$ cat src/rtl/arb_pkg.sv
// Shared types and default sizing for the round-robin one-hot arbiter.
package arb_pkg;
  typedef enum logic {ARB_IDLE, ARB_BUSY} arb_state_e;

  localparam int ARB_NUM_REQ  = 4;
  localparam int ARB_MAX_HOLD = 8;
endpackage

$ cat src/rtl/rr_pick.sv
// Combinational round-robin pick: first set request at or above ptr, wrapping.
module rr_pick
  import arb_pkg::*;
#(
  parameter int NUM_REQ = ARB_NUM_REQ,
  parameter int IDX_W   = $clog2(NUM_REQ)
) (
  input  logic [NUM_REQ-1:0] req_i,
  input  logic [IDX_W-1:0]   ptr_i,
  output logic [NUM_REQ-1:0] pick_o,
  output logic [IDX_W-1:0]   idx_o,
  output logic               any_o
);

  logic [NUM_REQ-1:0] rot;
  logic [NUM_REQ-1:0] rot_oh;
  int                 sel;

  // Rotate so ptr lands at bit 0, take the lowest set bit, rotate back.
  always_comb begin
    rot    = '0;
    rot_oh = '0;
    pick_o = '0;
    sel    = 0;
    for (int i = 0; i < NUM_REQ; i++) begin
      rot[i] = req_i[(i + int'(ptr_i)) % NUM_REQ];
    end
    for (int i = NUM_REQ - 1; i >= 0; i--) begin
      if (rot[i]) sel = i;
    end
    if (|rot) rot_oh[sel] = 1'b1;
    for (int i = 0; i < NUM_REQ; i++) begin
      pick_o[(i + int'(ptr_i)) % NUM_REQ] = rot_oh[i];
    end
  end

  assign idx_o = IDX_W'((sel + int'(ptr_i)) % NUM_REQ);
  assign any_o = |req_i;

endmodule

$ cat src/rtl/rr_onehot_arb.sv
// Round-robin arbiter with registered one-hot grant, binary index and bounded hold.
module rr_onehot_arb
  import arb_pkg::*;
#(
  parameter int NUM_REQ  = ARB_NUM_REQ,
  parameter int MAX_HOLD = ARB_MAX_HOLD,
  parameter int IDX_W    = $clog2(NUM_REQ)
) (
  input  logic               clk,
  input  logic               reset_n,
  input  logic [NUM_REQ-1:0] req_i,
  input  logic               release_i,
  output logic [NUM_REQ-1:0] gnt_o,
  output logic               gnt_valid_o,
  output logic [IDX_W-1:0]   gnt_idx_o
);

  localparam int               HOLD_W    = $clog2(MAX_HOLD + 1);
  localparam logic [HOLD_W-1:0] HOLD_LAST = HOLD_W'(MAX_HOLD - 1);

  arb_state_e          state_q;
  logic [IDX_W-1:0]    ptr_q, ptr_d;
  logic [HOLD_W-1:0]   hold_q;
  logic [NUM_REQ-1:0]  gnt_q;
  logic                gnt_valid_q;
  logic [IDX_W-1:0]    gnt_idx_q;

  logic [NUM_REQ-1:0]  pick;
  logic [IDX_W-1:0]    pick_idx;
  logic                pick_any;
  logic                exit_busy;

  rr_pick #(.NUM_REQ(NUM_REQ), .IDX_W(IDX_W)) u_pick (
    .req_i  (req_i),
    .ptr_i  (ptr_q),
    .pick_o (pick),
    .idx_o  (pick_idx),
    .any_o  (pick_any)
  );

  assign exit_busy = !req_i[gnt_idx_q] || release_i || (hold_q == HOLD_LAST);
  assign ptr_d     = (int'(gnt_idx_q) == NUM_REQ - 1) ? '0 : gnt_idx_q + 1'b1;

  always_ff @(posedge clk or negedge reset_n) begin
    if (!reset_n) begin
      state_q     <= ARB_IDLE;
      ptr_q       <= '0;
      hold_q      <= '0;
      gnt_q       <= '0;
      gnt_valid_q <= 1'b0;
      gnt_idx_q   <= '0;
    end else begin
      case (state_q)
        ARB_IDLE: begin
          if (pick_any) begin
            gnt_q       <= pick;
            gnt_idx_q   <= pick_idx;
            gnt_valid_q <= 1'b1;
            hold_q      <= '0;
            state_q     <= ARB_BUSY;
          end
        end
        ARB_BUSY: begin
          // gnt_idx_q is kept on exit so index consumers see the last owner.
          if (exit_busy) begin
            gnt_q       <= '0;
            gnt_valid_q <= 1'b0;
            ptr_q       <= ptr_d;
            state_q     <= ARB_IDLE;
          end else begin
            hold_q <= hold_q + 1'b1;
          end
        end
        default: state_q <= ARB_IDLE;
      endcase
    end
  end

  assign gnt_o       = gnt_q;
  assign gnt_valid_o = gnt_valid_q;
  assign gnt_idx_o   = gnt_idx_q;

endmodule

$ cat config.mk
export PLATFORM = sky130hd
export DESIGN_NAME = rr_onehot_arb
export DESIGN_NICKNAME = d
export VERILOG_FILES = /design/src/rtl/arb_pkg.sv /design/src/rtl/rr_pick.sv /design/src/rtl/rr_onehot_arb.sv
export SDC_FILE = /design/constraint.sdc
export NUM_CORES = 1
export LEC_CHECK = 0
export BUFFER_PORTS_ARGS = -buffer_cell sky130_fd_sc_hd__buf_4
export CAP_MARGIN = 20
export CORE_MARGIN = 4
export CORE_UTILIZATION = 55
export CTS_CLUSTER_SIZE = 25
export DETAILED_ROUTE_END_ITERATION = 7
export GPL_TIMING_DRIVEN = 0
export PLACE_DENSITY_LB_ADDON = 0.15
export SETUP_SLACK_MARGIN = 0.2
export SLEW_MARGIN = 20
export SYNTH_ARGS = -nofsm -noshare
export SYNTH_HDL_FRONTEND = slang
export SYNTH_SLANG_ARGS = --single-unit
$ cat constraint.sdc
create_clock -name clk -period 2.8 [get_ports clk]
set_input_delay 0.28 -clock clk [delete_from_list [all_inputs] [get_ports clk]]
set_output_delay 0.28 -clock clk [all_outputs]
set_load 0.005 [all_outputs]
==> out/results.tsv, run 1 <==
stage	metric	value	unit
floorplan	Die Span Y	51.1	microns
timing	RSZ-0062 raised after global routing	false	
critical_path	crit start category	register	
timing	fin crit period	2.42	ns
floorplan	Core Footprint	1750	sq um
cts	CTS tree	yes	
placement	Detail Placement HPWL	1640	microns
timing	worst rel slew slack	0.552	
synth	yosys warns	0	
synth	prevailing post-synth register cell	dfrtp_1	
routing	total number of vias	863	
synth	Synth Cell Area	1020	sq um
synth	Syn Area/Cell	10.0	sq um
timing	pins over their slew limit	0	
critical_path	Required @ worst endpoint	2.94	ns
timing	Setup Viol. Count Final	0	
floorplan	DIE WIDTH	51.1	microns
power_and_ir_drop	Lkg Pwr	0.527	nW
global_routing	total gr overflow	0	
cts	CTS Root Cell	clkbuf_4	
placement	placer congestion estimate	0.897	
routing	wire per inst	14.8	microns
global_routing	grt met3 use	0.0437	
cts	Clock Path Buffers	2	
run	MaxCap Viol Count	0	
layout	share of cells above drive strength 1	0.225	
global_routing	met2 GRT Util	0.337	
power_and_ir_drop	maximum vdd ir drop	0.602	mV
synth	post-synth top area share	0.343	
floorplan	die area	2610	sq um
floorplan	io pins	14	
synth	Post-Syn Nets	118	
synth	Synth Instances	102	
routing	DRT iter0 DRCs	6	
synth	Post-synth top cells	dfrtp_1 (14), nand2_1 (11), ha_1 (9), inv_1 (7), nand3_1 (7)	
routing	DR pass1 iterations	4	
timing	Sum Neg Setup Slack	0	ns
hold_path	hold crit path type	in -> async	
cts	clock transition at the registers of the reported paths	0.09	ns
global_routing	global routing met1 resource utilization	0.230	
routing	DRC	0	
timing	hold_ws	0.384	ns
placement	PortBufs	13	
cts	worst skew pair latency	0.28	ns
global_routing	vias in the first global route	878	
layout	diode count	0	
routing	Detailed Route WL	2140	microns
synth	largest cells by area after synthesis	dfrtp_1 (34%), ha_1 (11%), mux4_2 (11%)	
synth	Seq cells post-synth	14	
critical_path	Setup CP Type	reg -> reg	
routing	Via density	5.95	
layout	P&R area growth vs syn	17.2	%
layout	final instance count without filler cells	145	
global_routing	GRT busiest layer	met2	
timing	clock skew	0.0122	ns
synth	Async SR Flop Fraction	1.00	
global_routing	first-pass GRT wire length	3710	microns
timing	Worst Tran Pin Value	0.671	ns
critical_path	Crit. End Element	register	
cts	clock sinks	14	
cts	Inserted Clock Buffers	3	
synth	Seq/Total Area, Yosys	0.343	
floorplan	Initial Util	0.585	
synth	post-synth top area cell	dfrtp_1	
layout	Nets	137	
global_routing	antenna violations before repair	0	
power_and_ir_drop	total power	1.38	mW
critical_path	Worst Path Arrival	2.56	ns
global_routing	all-layer global routing usage	0.185	
timing	final hold viol count	0	
synth	Yosys cell types	31	
placement	placed insts	140	
power_and_ir_drop	Pwr Density	1150	nW/um^2
cts	H-Tree Level Count	1	
routing	Final ANT Viol Nets	0	
critical_path	Worst Path Max Fanout	8	
outcome	status	complete, no violations	
synth	count leader, synth	dfrtp_1	
timing	Fmax	0.413	GHz
global_routing	largest net degree at the start of global routing	15	
synth	EDFF count, synth	0	
floorplan	row cnt	15	
timing	fin crit share	0.865	
[routing by layer]
metal | wire (microns) | part of all wire | vias up
met1 | 979 | 0.46 | 425
met4 | 12 | 0.0056 | 0
li1 | - | - | 417
met2 | 1060 | 0.49 | 19
met5 | 0 | 0 | -
met3 | 93 | 0.043 | 2
[where the power goes]
part	switching [mW]	internal, mW
Sequential	0.0857	0.288
Clock	0.0664	0.0791
Combinational	0.443	0.418
[area by class of cell]
type / count / area, sq um
inverters: 7 / 26.3
fillers: 150 / 549
flip-flops and latches: 14 / 350
multi-input cells: 78 / 626
repair buffers: 14 / 108
plain buffers: 3 / 18.8
clock buffers: 4 / 36.3
well taps: 25 / 31.3
[cell usage in the layout (no fill, tap or decap), types with 2 or more instances in the layout]
cell,count
ha_1,9
dfrtp_1,14
o31ai_1,3
mux4_2,5
nor2_1,4
nand2_1,11
xnor2_1,2
a21oi_1,4
clkbuf_1,2
a21o_1,2
clkbuf_4,3
buf_4,13
nand3_1,7
a221oi_1,3
nor2b_1,2
o21ai_0,5
nand3b_1,2
o211ai_1,3
a211oi_1,4
inv_1,7
[sequential cells by signal (all words and copies together) (netlist names)]
signal,count
hold_q,4
gnt_o,4
gnt_idx_o,2
ptr_q,2
state_q,1
gnt_valid_o,1
[critical path, stage by stage (launching register included)]
cell      delay [ns]
dfrtp_1         0.45
buf_6           0.17
inv_1           0.10
ha_1            0.38
mux4_2          0.57
a211oi_1        0.28
nor3_1          0.10
xnor2_1         0.15
o21ai_0         0.10
[per-stage QoR]
| step | worst slack [ns] | instance area [sq um] | util |
|---|---|---|---|
| global placement | 0.427 | 1150 | 0.659 |
| CTS | 0.368 | 1200 | 0.685 |
| finish | 0.377 | 1200 | 0.685 |
| global route | 0.218 | 1200 | 0.685 |
| floorplan | 0.628 | 1020 | - |
| detailed placement | 0.395 | 1150 | 0.659 |
[cells by family after synthesis]
kind of cell,Yosys count,synth area share
AO/OA/AOI/OAI,28,0.192
XOR/XNOR,2,0.0172
adder cells (fa/ha/maj),9,0.110
buffers and inverters,10,0.0441
flip-flops,14,0.343
multiplexers,7,0.131
AND/OR/NAND/NOR,32,0.162
[path summary, 6_finish.rpt]
check | start | to | slack, ns | cells after the start
worst max-delay path | ptr_q[0] | gnt_idx_o[1] | 0.38 | 8
worst min-delay path | reset_n | gnt_o[1] | 0.38 | 2
worst max register to register | ptr_q[0] | gnt_idx_o[1] | 0.38 | 8
worst min register to register | gnt_valid_o | gnt_valid_o | 0.48 | 2
max in group asynchronous | reset_n | ptr_q[0] | 2.23 | 2
min in group clk | gnt_valid_o | gnt_valid_o | 0.48 | 2
[timing repair]
item / in CTS / in global routing
gates resized for setup: 0 / 0
setup buffers: 0 / 0
hold endpoints to repair: 14 / 0
hold buffers: 1 / 0
Power figures use the tool's default switching activity.
==> run 2: changes to the inputs <==
--- a/config.mk
+++ b/config.mk
@@ -13,6 +13,7 @@
 export DETAILED_ROUTE_END_ITERATION = 7
 export GPL_TIMING_DRIVEN = 0
 export PLACE_DENSITY_LB_ADDON = 0.15
+export RECOVER_POWER = 50
 export SETUP_SLACK_MARGIN = 0.2
 export SLEW_MARGIN = 20
 export SYNTH_ARGS = -nofsm -noshare
==> out/results.tsv, run 2 (same netlist as run 1, synthesis figures left out) <==
stage	metric	value	unit
outcome	status	complete, no violations	
layout	most frequent cells in the layout	dfrtp_1 (14), nand2_1 (11), ha_1 (9), buf_4 (9)	
routing	DRC	0	
placement	pre-CTS WS	0.395	ns
critical_path	Setup CP Type	reg -> reg	
global_routing	first-pass GRT wire length	3710	microns
layout	Filler cells	152	
global_routing	total gr overflow	0	
floorplan	DIE WIDTH	51.1	microns
layout	diode count	0	
floorplan	Core Footprint	1750	sq um
run	MaxCap Viol Count	0	
timing	Fmax	0.413	GHz
timing	Sum Neg Setup Slack	0	ns
timing	Worst Tran Pin Value	0.756	ns
power_and_ir_drop	Clk pwr share	0.106	
timing	RSZ-0062 raised after global routing	false	
power_and_ir_drop	maximum vdd ir drop	0.601	mV
timing	setup ws final	0.377	ns
critical_path	Required @ worst endpoint	2.94	ns
global_routing	all-layer global routing usage	0.185	
power_and_ir_drop	Sw Pwr	0.595	mW
timing	pins over their slew limit	0	
critical_path	largest stage delay on the critical path	0.57	ns
floorplan	row cnt	15	
timing	hold_ws	0.483	ns
routing	wire per inst	14.8	microns
critical_path	Setup crit start	ptr_q[0]	
placement	Detail Placement HPWL	1640	microns
cts	worst skew pair latency	0.28	ns
placement	placer congestion estimate	0.897	
power_and_ir_drop	total power	1.38	mW
global_routing	vias in the first global route	878	
routing	Final ANT Viol Nets	0	
routing	total number of vias	863	
critical_path	R2R Path Start	ptr_q[0]	
power_and_ir_drop	Sequential Power Share	0.271	
cts	clock sinks	14	
layout	fin area	1190	sq um
critical_path	crit start category	register	
global_routing	antenna violations before repair	0	
critical_path	Critical Path, Cell by Cell	buf_6, inv_1, ha_1, mux4_2, a211oi_1, nor3_1, xnor2_1, o21ai_0	
routing	DR pass1 iterations	4	
layout	share of cells above drive strength 1	0.217	
layout	Nets	137	
layout	commonest non-fill, non-tap cell in the layout	dfrtp_1	
hold_path	min-delay src	gnt_valid_o	
timing	Setup Viol. Count Final	0	
placement	PortBufs	13	
floorplan	Initial Util	0.585	
cts	Clock Path Buffers	2	
power_and_ir_drop	Switching Share	0.432	
critical_path	CP max-delay cell	mux4_2	
cts	Inserted Clock Buffers	3	
routing	Detailed Route WL	2140	microns
cts	CTS tree	yes	
power_and_ir_drop	Lkg Pwr	0.522	nW
timing	final hold viol count	0	
timing	clock skew	0.0122	ns
routing	Via density	5.95	
cts	clock transition at the registers of the reported paths	0.09	ns
global_routing	largest net degree at the start of global routing	15	
timing	fin crit share	0.865	
power_and_ir_drop	Pwr Density	1150	nW/um^2
power_and_ir_drop	Int Power	0.782	mW
floorplan	die area	2610	sq um
timing	fin crit period	2.42	ns
routing	DRT iter0 DRCs	6	
layout	P&R area growth vs syn	16.8	%
hold_path	hold crit path type	reg -> reg	
cts	CTS Root Cell	clkbuf_4	
critical_path	Crit. End Element	register	
placement	Post-DP Area	1150	sq um
cts	H-Tree Level Count	1	
critical_path	Worst Path Arrival	2.56	ns
floorplan	Die Span Y	51.1	microns
floorplan	io pins	14	
cts	CTS resizes	0	
critical_path	Worst Path Max Fanout	8	
timing	worst rel slew slack	0.496	
power_and_ir_drop	combinational power share	0.624	
==> run 2: power groups by stage <==
stage / combinational, mW / sequential (mW) / clock [mW]
after detailed placement: 0.856 / 0.379 / 0
after CTS: 0.860 / 0.375 / 0.146
after floorplan: 0.637 / 0.365 / 0
final: 0.859 / 0.373 / 0.145
after global routing: 0.952 / 0.389 / 0.156
after global placement: 0.833 / 0.375 / 0
==> run 2: worst paths after layout <==
check | end | slack, ns | cells past startpoint
worst min-delay path | gnt_valid_o | 0.48 | 2
worst max register to register | gnt_idx_o[1] | 0.38 | 8
worst max-delay path | gnt_idx_o[1] | 0.38 | 8
worst min register to register | gnt_valid_o | 0.48 | 2
max in group asynchronous | ptr_q[0] | 1.73 | 2
min in group asynchronous | gnt_o[1] | 0.58 | 2
==> run 2: critical path: cells and delay by family, from the launching register on <==
kind,cells,cell delay (ns)
fa+ha+maj,1,0.38
simple gates,1,0.10
flops,1,0.45
xor+xnor,1,0.15
compound gates,2,0.38
buf+inv,2,0.27
mux,1,0.57
==> run 2: area by class of cell <==
class | instances | area, sq um | area share
multi-input combinational | 78 | 626 | 0.525
sequential | 14 | 350 | 0.294
timing repair buffer | 14 | 104 | 0.0871
clock buffer | 4 | 36.3 | 0.0304
tap | 25 | 31.3 | 0.0262
inverter | 7 | 26.3 | 0.0220
buffer | 3 | 18.8 | 0.0157
==> run 2: routing by layer <==
metal,track usage,share of wire
met1,0.230,0.46
met2,0.337,0.49
met3,0.0437,0.043
met4,0.0135,0.0056
met5,0,0
==> run 2: stage by stage <==
stage               cells  utilization
global placement      140        0.659
finish                145        0.683
detailed placement    140        0.659
global route          145        0.683
floorplan             102            -
CTS                   145        0.685
==> run 2: what timing repair did <==
item                      4_1_cts  5_1_grt
buffers inserted                0        0
hold endpoints to repair       14        0
hold buffers                    1        0
